File: src/rtl/spin_round_ctrl.sv
// rtl/spin_round_ctrl.sv - slot-machine round sequencer: debit, spin, timed reel stops, win evaluation, payout
// Optional build macro SPIN_EARLY_STOP_EN: a start press while reels run cuts the current phase short.
module spin_round_ctrl #(
    parameter int             TW       = 27,
    parameter logic [TW-1:0]  SPIN_CYC = 27'd100_000_000,
    parameter logic [TW-1:0]  GAP_CYC  = 27'd25_000_000,
    parameter logic [11:0]    BET      = 12'h015,
    parameter logic [11:0]    PAY3     = 12'h100,
    parameter logic [11:0]    PAY2     = 12'h020
) (
    input  logic        clk,
    input  logic        rst,
    input  logic        start,
    input  logic [11:0] coin,
    output logic        debit_req,
    input  logic        debit_ack,
    output logic [2:0]  reel_run,
    input  logic [3:0]  sym0,
    input  logic [3:0]  sym1,
    input  logic [3:0]  sym2,
    output logic        payout_valid,
    output logic [11:0] payout,
    input  logic        payout_ack,
    output logic        no_credit,
    output logic        busy,
    output logic        finish
);

    typedef enum logic [3:0] {
        IDLE, DEBIT, SPIN, STOP0, STOP1, STOP2, EVAL, PAY, DONE
    } state_t;

    localparam logic [TW-1:0] ONE = {{(TW-1){1'b0}}, 1'b1};

    state_t        state;
    logic [TW-1:0] timer;
    logic          start_q;
    logic [3:0]    lsym0, lsym1, lsym2;

    logic          start_rise;
    logic          early_stop;
    logic          credit_ok;
    logic [11:0]   eval_pay;
    logic [TW-1:0] next_timer;

    // Packed BCD keeps numeric order, so a binary compare is a valid credit check.
    assign credit_ok  = (coin >= BET);
    assign start_rise = start & ~start_q;

`ifdef SPIN_EARLY_STOP_EN
    assign early_stop = start_rise;
`else
    assign early_stop = 1'b0;
`endif

    // Only used while timer is non-zero, so the decrement cannot wrap.
    assign next_timer = early_stop ? '0 : timer - ONE;

    function automatic logic [TW-1:0] sat_dec(input logic [TW-1:0] v);
        return (v == '0) ? '0 : v - ONE;
    endfunction

    always_comb begin
        eval_pay = '0;
        if (lsym0 == lsym1 && lsym1 == lsym2)
            eval_pay = PAY3;
        else if (lsym0 == lsym1)
            eval_pay = PAY2;
    end

    always_ff @(posedge clk) begin
        if (rst) begin
            state        <= IDLE;
            timer        <= '0;
            start_q      <= 1'b0;
            lsym0        <= '0;
            lsym1        <= '0;
            lsym2        <= '0;
            debit_req    <= 1'b0;
            reel_run     <= 3'b000;
            payout_valid <= 1'b0;
            payout       <= '0;
            no_credit    <= 1'b0;
            busy         <= 1'b0;
            finish       <= 1'b0;
        end else begin
            start_q   <= start;
            no_credit <= 1'b0;
            finish    <= 1'b0;
            case (state)
                IDLE: begin
                    if (start_rise) begin
                        if (credit_ok) begin
                            state     <= DEBIT;
                            debit_req <= 1'b1;
                            busy      <= 1'b1;
                        end else begin
                            no_credit <= 1'b1;
                        end
                    end
                end
                DEBIT: begin
                    if (debit_ack) begin
                        debit_req <= 1'b0;
                        reel_run  <= 3'b111;
                        timer     <= sat_dec(SPIN_CYC);
                        state     <= SPIN;
                    end
                end
                SPIN: begin
                    if (timer == '0) begin
                        reel_run[0] <= 1'b0;
                        lsym0       <= sym0;
                        timer       <= sat_dec(GAP_CYC);
                        state       <= STOP0;
                    end else begin
                        timer <= next_timer;
                    end
                end
                STOP0: begin
                    if (timer == '0) begin
                        reel_run[1] <= 1'b0;
                        lsym1       <= sym1;
                        timer       <= sat_dec(GAP_CYC);
                        state       <= STOP1;
                    end else begin
                        timer <= next_timer;
                    end
                end
                STOP1: begin
                    if (timer == '0) begin
                        reel_run[2] <= 1'b0;
                        lsym2       <= sym2;
                        state       <= STOP2;
                    end else begin
                        timer <= next_timer;
                    end
                end
                STOP2: state <= EVAL;
                EVAL: begin
                    payout <= eval_pay;
                    if (eval_pay != '0) begin
                        payout_valid <= 1'b1;
                        state        <= PAY;
                    end else begin
                        finish <= 1'b1;
                        state  <= DONE;
                    end
                end
                PAY: begin
                    if (payout_ack) begin
                        payout_valid <= 1'b0;
                        finish       <= 1'b1;
                        state        <= DONE;
                    end
                end
                DONE: begin
                    busy  <= 1'b0;
                    state <= IDLE;
                end
                default: begin
                    state        <= IDLE;
                    busy         <= 1'b0;
                    debit_req    <= 1'b0;
                    payout_valid <= 1'b0;
                    reel_run     <= 3'b000;
                end
            endcase
        end
    end

endmodule

File: config.mk
export PLATFORM = sky130hd
export DESIGN_NAME = spin_round_ctrl
export DESIGN_NICKNAME = d
export VERILOG_FILES = /design/src/rtl/spin_round_ctrl.sv
export SDC_FILE = /design/constraint.sdc
export NUM_CORES = 1
export LEC_CHECK = 0
export BUFFER_PORTS_ARGS = -buffer_cell sky130_fd_sc_hd__buf_2
export CORE_MARGIN = 2
export CORE_UTILIZATION = 39
export CTS_CLUSTER_SIZE = 20
export DETAILED_ROUTE_END_ITERATION = 8
export GPL_ROUTABILITY_DRIVEN = 0
export SYNTH_ARGS = -nofsm -noshare
export SYNTH_HDL_FRONTEND = slang
export SYNTH_SLANG_ARGS = --single-unit
export TNS_END_PERCENT = 10
File: constraint.sdc
create_clock -name clk -period 5.7 [get_ports clk]
set_clock_uncertainty 0.05 [all_clocks]
set_input_delay 1.425 -clock clk [delete_from_list [all_inputs] [get_ports clk]]
set_output_delay 1.425 -clock clk [all_outputs]
set_load 0.05 [all_outputs]
# --- Yosys cells after proc, flatten, opt, wreduce, memory -nomap -nowiden ---
# Index checks and enable logic that the tools add are counted.
totals:
  output_inout_bits: 20
  regBits: 64
  in_bits: 29
  word_cells: 102
classes:
  bitwise: 10
  n_lt_le_gt_ge: 1
  reduce_logical: 24
  n_eq_ne: 19
  n_mux: 32
  n_addsub: 1
op_table:
  columns: ["op", "n"]
  rows:
  - ["$mux 27", 3]
  - ["$pmux 27 s3", 1]
  - ["$reduce_or 7->1", 6]
  - ["$mux 4", 8]
  - ["$pmux 4 s8", 1]
  - ["$logic_not 27->1", 1]
  - ["$sub 27x1->27 const B", 1]
  - ["$ne 2x2->1 const B", 9]
  - ["$reduce_and 3->1", 6]
  - ["$eq 4x3->1 const B", 4]
  - ["$pmux 1 s3", 5]
  - ["$ge 12x5->1 const B", 1]
  - ["$mux 12", 1]
  - ["$reduce_bool 12->1", 1]
  - ["$mux 1", 9]
  - ["$not 1->1", 9]
  - ["$eq 4x2->1 const B", 2]
  - ["$eq 4x4->1", 2]
  - ["$reduce_and 7->1", 1]
  - ["$mux 6", 1]
  - ["$reduce_and 2->1", 3]
  - ["$eq 4x1->1 const B", 1]
  - ["$eq 4x4->1 const B", 1]
  - ["$logic_not 4->1", 1]
  - ["8 further kinds", 9]

# --- Logic depth before layout (Yosys ltp) ---
logic_depth:
  ltp_word: 6
  depth_mapped: 9
  ltp_nobuf: 7

# --- Worst setup path before layout ---
# OpenSTA, ideal clock, no wires.
synth_timing:
  kind: "input to register"
  start: "in debit_ack"
  end: "reg timer[22]"
  t_required_ps: 5576
  path_buffers: 0
  setup_slack_ps: 2970
  stages: 5
  setup_time_ps: 74
  arrival_ps: 2606
  path_cell_list: "a21oi_1 o31a_1 a211o_4 or3_1 a31oi_1"
synth_between:
  elab_chain_cells: 2
synth_rtl:
  columns: ["element", "line", "source"]
  rows:
  - ["from (decl)", "16", "input logic debit_ack,"]
  - ["$ne 2x2->1 (no source line)", null, null]
  - ["$reduce_and 3->1 (no source line)", null, null]
  - ["to (signal assigned)", "106", "timer <= sat_dec(SPIN_CYC);"]
  - ["to (signal assigned)", "114", "timer <= sat_dec(GAP_CYC);"]
  - ["to (signal assigned)", "117", "timer <= next_timer;"]
  - ["to (decl)", "36", "logic [TW-1:0] timer;"]
# No other way between the ends.
# A chain may end at the register's enable or synchronous reset.

# --- Worst setup path in the final report ---
layout_timing:
  start: "in debit_ack"
  end: "reg timer[26]"
# Same word-level chain as after synthesis.

==> flow_summary.ini <==
[cells_and_area]
seqCellArea_um2 = 1080
final_cells = 486
final_util_pct = 43.7
multi_input_area_um2 = 1810
fillers = 818
drive_gt1_share_pct = 18.0
finalNetCount = 414
n_antenna_cell = 0
areaGrowthSynthToFinish_pct = 9.25
final_area_um2 = 3360

[critical_path]
r2r_start = state[2]
cp.required_ps = 5850
crit_chain = buf_2 > a21oi_1 > o31a_1 > a31oi_1 > a21oi_1 > a2111oi_0
crit_arrival_ps = 3270
cp_common_cell = a21oi_1
max_stage_delay_ps = 700
slowest_stage = a31oi_1
cp-startpoint = debit_ack
cp_top_family = compound AO/OA/AOI/OAI gates
path_class = primary input to flop
end_kind = flop
crit_buf_inv = 1
crit_fanout = 11
start_kind = primary input

[synthesis]
postSynthCellCount = 357
synth_edf_count = 0
yosysTopAreaCell = dfxtp_1
ys_seq_area_share_pct = 35.2
avgSynthCellArea_um2 = 8.60
synth_top_area_share_pct = 35.2
synth_warnings = 0
synth-seq-cells = 54
synth_flop_cell = dfxtp_1
synthTopCellsByArea = dfxtp_1 35%, a21oi_1 5.1%, buf_4 3.4%
synthesis.area_um2 = 3070
synth_cell_types = 61
async_reset_ff_share_pct = 0

[power_and_ir_drop]
switchingPower_mw = 0.793
clkPwrFrac_pct = 13.7
sequentialPowerShare_pct = 34.9
combPwrFrac_pct = 51.4
power_mw = 1.64
ir_drop_v = 0.000180
power.density_nw_per_um2 = 488
swShare_pct = 48.5
p_leak_nw = 1.18
internal_power_mw = 0.843

[sta]
clock.fmax_mhz = 320
final_period_minus_worst_setup_slack_ps = 3120
setup_viol_count_final = 0
fin_hold_ws_ps = 417
setup_tns_ps = 0
worst_pin_slew_ps = 908
finalHoldViolCount = 0
relSlewSlack_pct = 39.2
rsz0062_at_grt = false
finalCritPeriodShare_pct = 54.8
fin_ws_ps = 2580
maxSlewViolCount = 0

[global_routing]
grt_max_degree = 48
grt.total_usage_pct = 17.5
grt_pass1_wl_um = 12200
grt_pass1_vias = 2515
antenna_found_initial = 0
overflow = 0

[routing]
drtIter0Drc = 110
drtPass1Iterations = 4
route.vias.total = 2785
route.detailed.drc = 0
wl_per_cell_um = 15.2
post_drt_via_cell_ratio = 5.73
ant_nets = 0
finalWirelength_um = 7380

[die]
num_rows = 32
die-area_um2 = 8600
die_w_um = 92.7
start_util_pct = 40.0
core_area_um2 = 7690
dieHeight_um = 92.7
ios = 49

[place]
port_buffers = 38
pre_cts_ws_ps = 2230
dpl_cell_area_um2 = 3260
dpl.cell_count = 478
dp_hpwl_um = 5250

[clocking]
cts_buffers = 5
path_clk_slew_ps = 100
holdBufCountCts = 0
cts_post_setup_buffers_inserted = 0
root_buffer = clkbuf_8
clock_path_buffers = 2
cts_num_sinks = 54
cts.repair.resized = 0
cts_tree = done
h-tree-depth = 2
worst_skew_pair.late_latency_ps = 310

[min_path]
hp-start = payout[8]
hp-class = flop to flop

[outcome]
status = finished, final reports clean

[flow_run]
max-cap-violations = 0
power by group through the flow:
stage | Combinational [mW] | Sequential, mW | Clock, mW
2_1_floorplan | 0.699 | 0.548 | 0
3_3_place_gp | 0.821 | 0.575 | 0
3_5_place_dp | 0.837 | 0.578 | 0
4_1_cts | 0.841 | 0.569 | 0.230
5_1_grt | 0.935 | 0.587 | 0.242
6_report | 0.841 | 0.571 | 0.224
cells in the final DEF (no fill, tap or decap), types with 6 or more instances in the layout:
| cell type | count |
|---|---|
| dfxtp_1 | 54 |
| buf_2 | 38 |
| a21oi_1 | 31 |
| nor2_1 | 22 |
| o21ai_0 | 19 |
| or3_1 | 16 |
| a31oi_1 | 15 |
| nor3_1 | 12 |
| nand2_1 | 12 |
| nand3_1 | 11 |
| inv_1 | 10 |
| conb_1 | 10 |
| o31ai_1 | 9 |
| mux2i_1 | 9 |
| or4_1 | 8 |
| nor4_1 | 7 |
| clkbuf_8 | 6 |
sequential cells by signal, summed over array words and instances (netlist names):
register	flops
no_credit	1
finish	1
busy	1
lsym2	4
payout	2
payout_valid	1
reel_run	3
lsym1	4
start_q	1
timer	27
state	4
debit_req	1
lsym0	4
path summary, 6_finish.rpt:
kind | cells past startpoint | slack, ps | end
max reg2reg | 5 | 2840 | timer[26]
min reg2reg | 2 | 420 | payout[8]
max | 6 | 2580 | timer[26]
min | 2 | 420 | payout[8]
worst min-delay path, stage by stage, from the launching register on:
cell	delay (ps)
dfxtp_1	320
nand2_1	50
a21oi_1	50
synthesized netlist by cell type (7+ instances only):
library cell  instances
nor3_1               12
mux2i_1               9
o31ai_1               9
buf_4                14
a31oi_1              15
or4_1                 8
clkbuf_1             12
or3_1                16
nand2_1              12
nand3_1              11
nor4_1                7
o21ai_0              19
a21oi_1              31
inv_1                10
dfxtp_1              54
nor2_1               22
cell type report:
class	instances	share of cell area (%)
clock inverters	1	0.149
well taps	102	3.80
inverters	10	1.12
repair buffers	41	6.34
multi-input cells	271	53.8
clock buffers	7	2.57
flip-flops and latches	54	32.2
logic make-up (layout without fill, tap and decap cells):
family	Yosys count	after routing	share of synthesized area (%)
mux	9	9	2.93
other cells	1	10	0.122
fa+ha+maj	2	2	0.815
simple gates	129	129	26.9
buf+inv	41	59	7.13
compound gates	111	111	24.1
flops	54	54	35.2
xor+xnor	10	10	2.85
per-layer routing:
| metal | vias up | track usage (%) | share of wire [%] |
|---|---|---|---|
| li1 | 1392 | - | - |
| met1 | 1343 | 24.3 | 48 |
| met2 | 43 | 28.1 | 47 |
| met3 | 7 | 3.01 | 3.3 |
| met4 | 0 | 4.53 | 0.77 |
| met5 | - | 0 | 0 |
(Power assumes the default switching activity.)
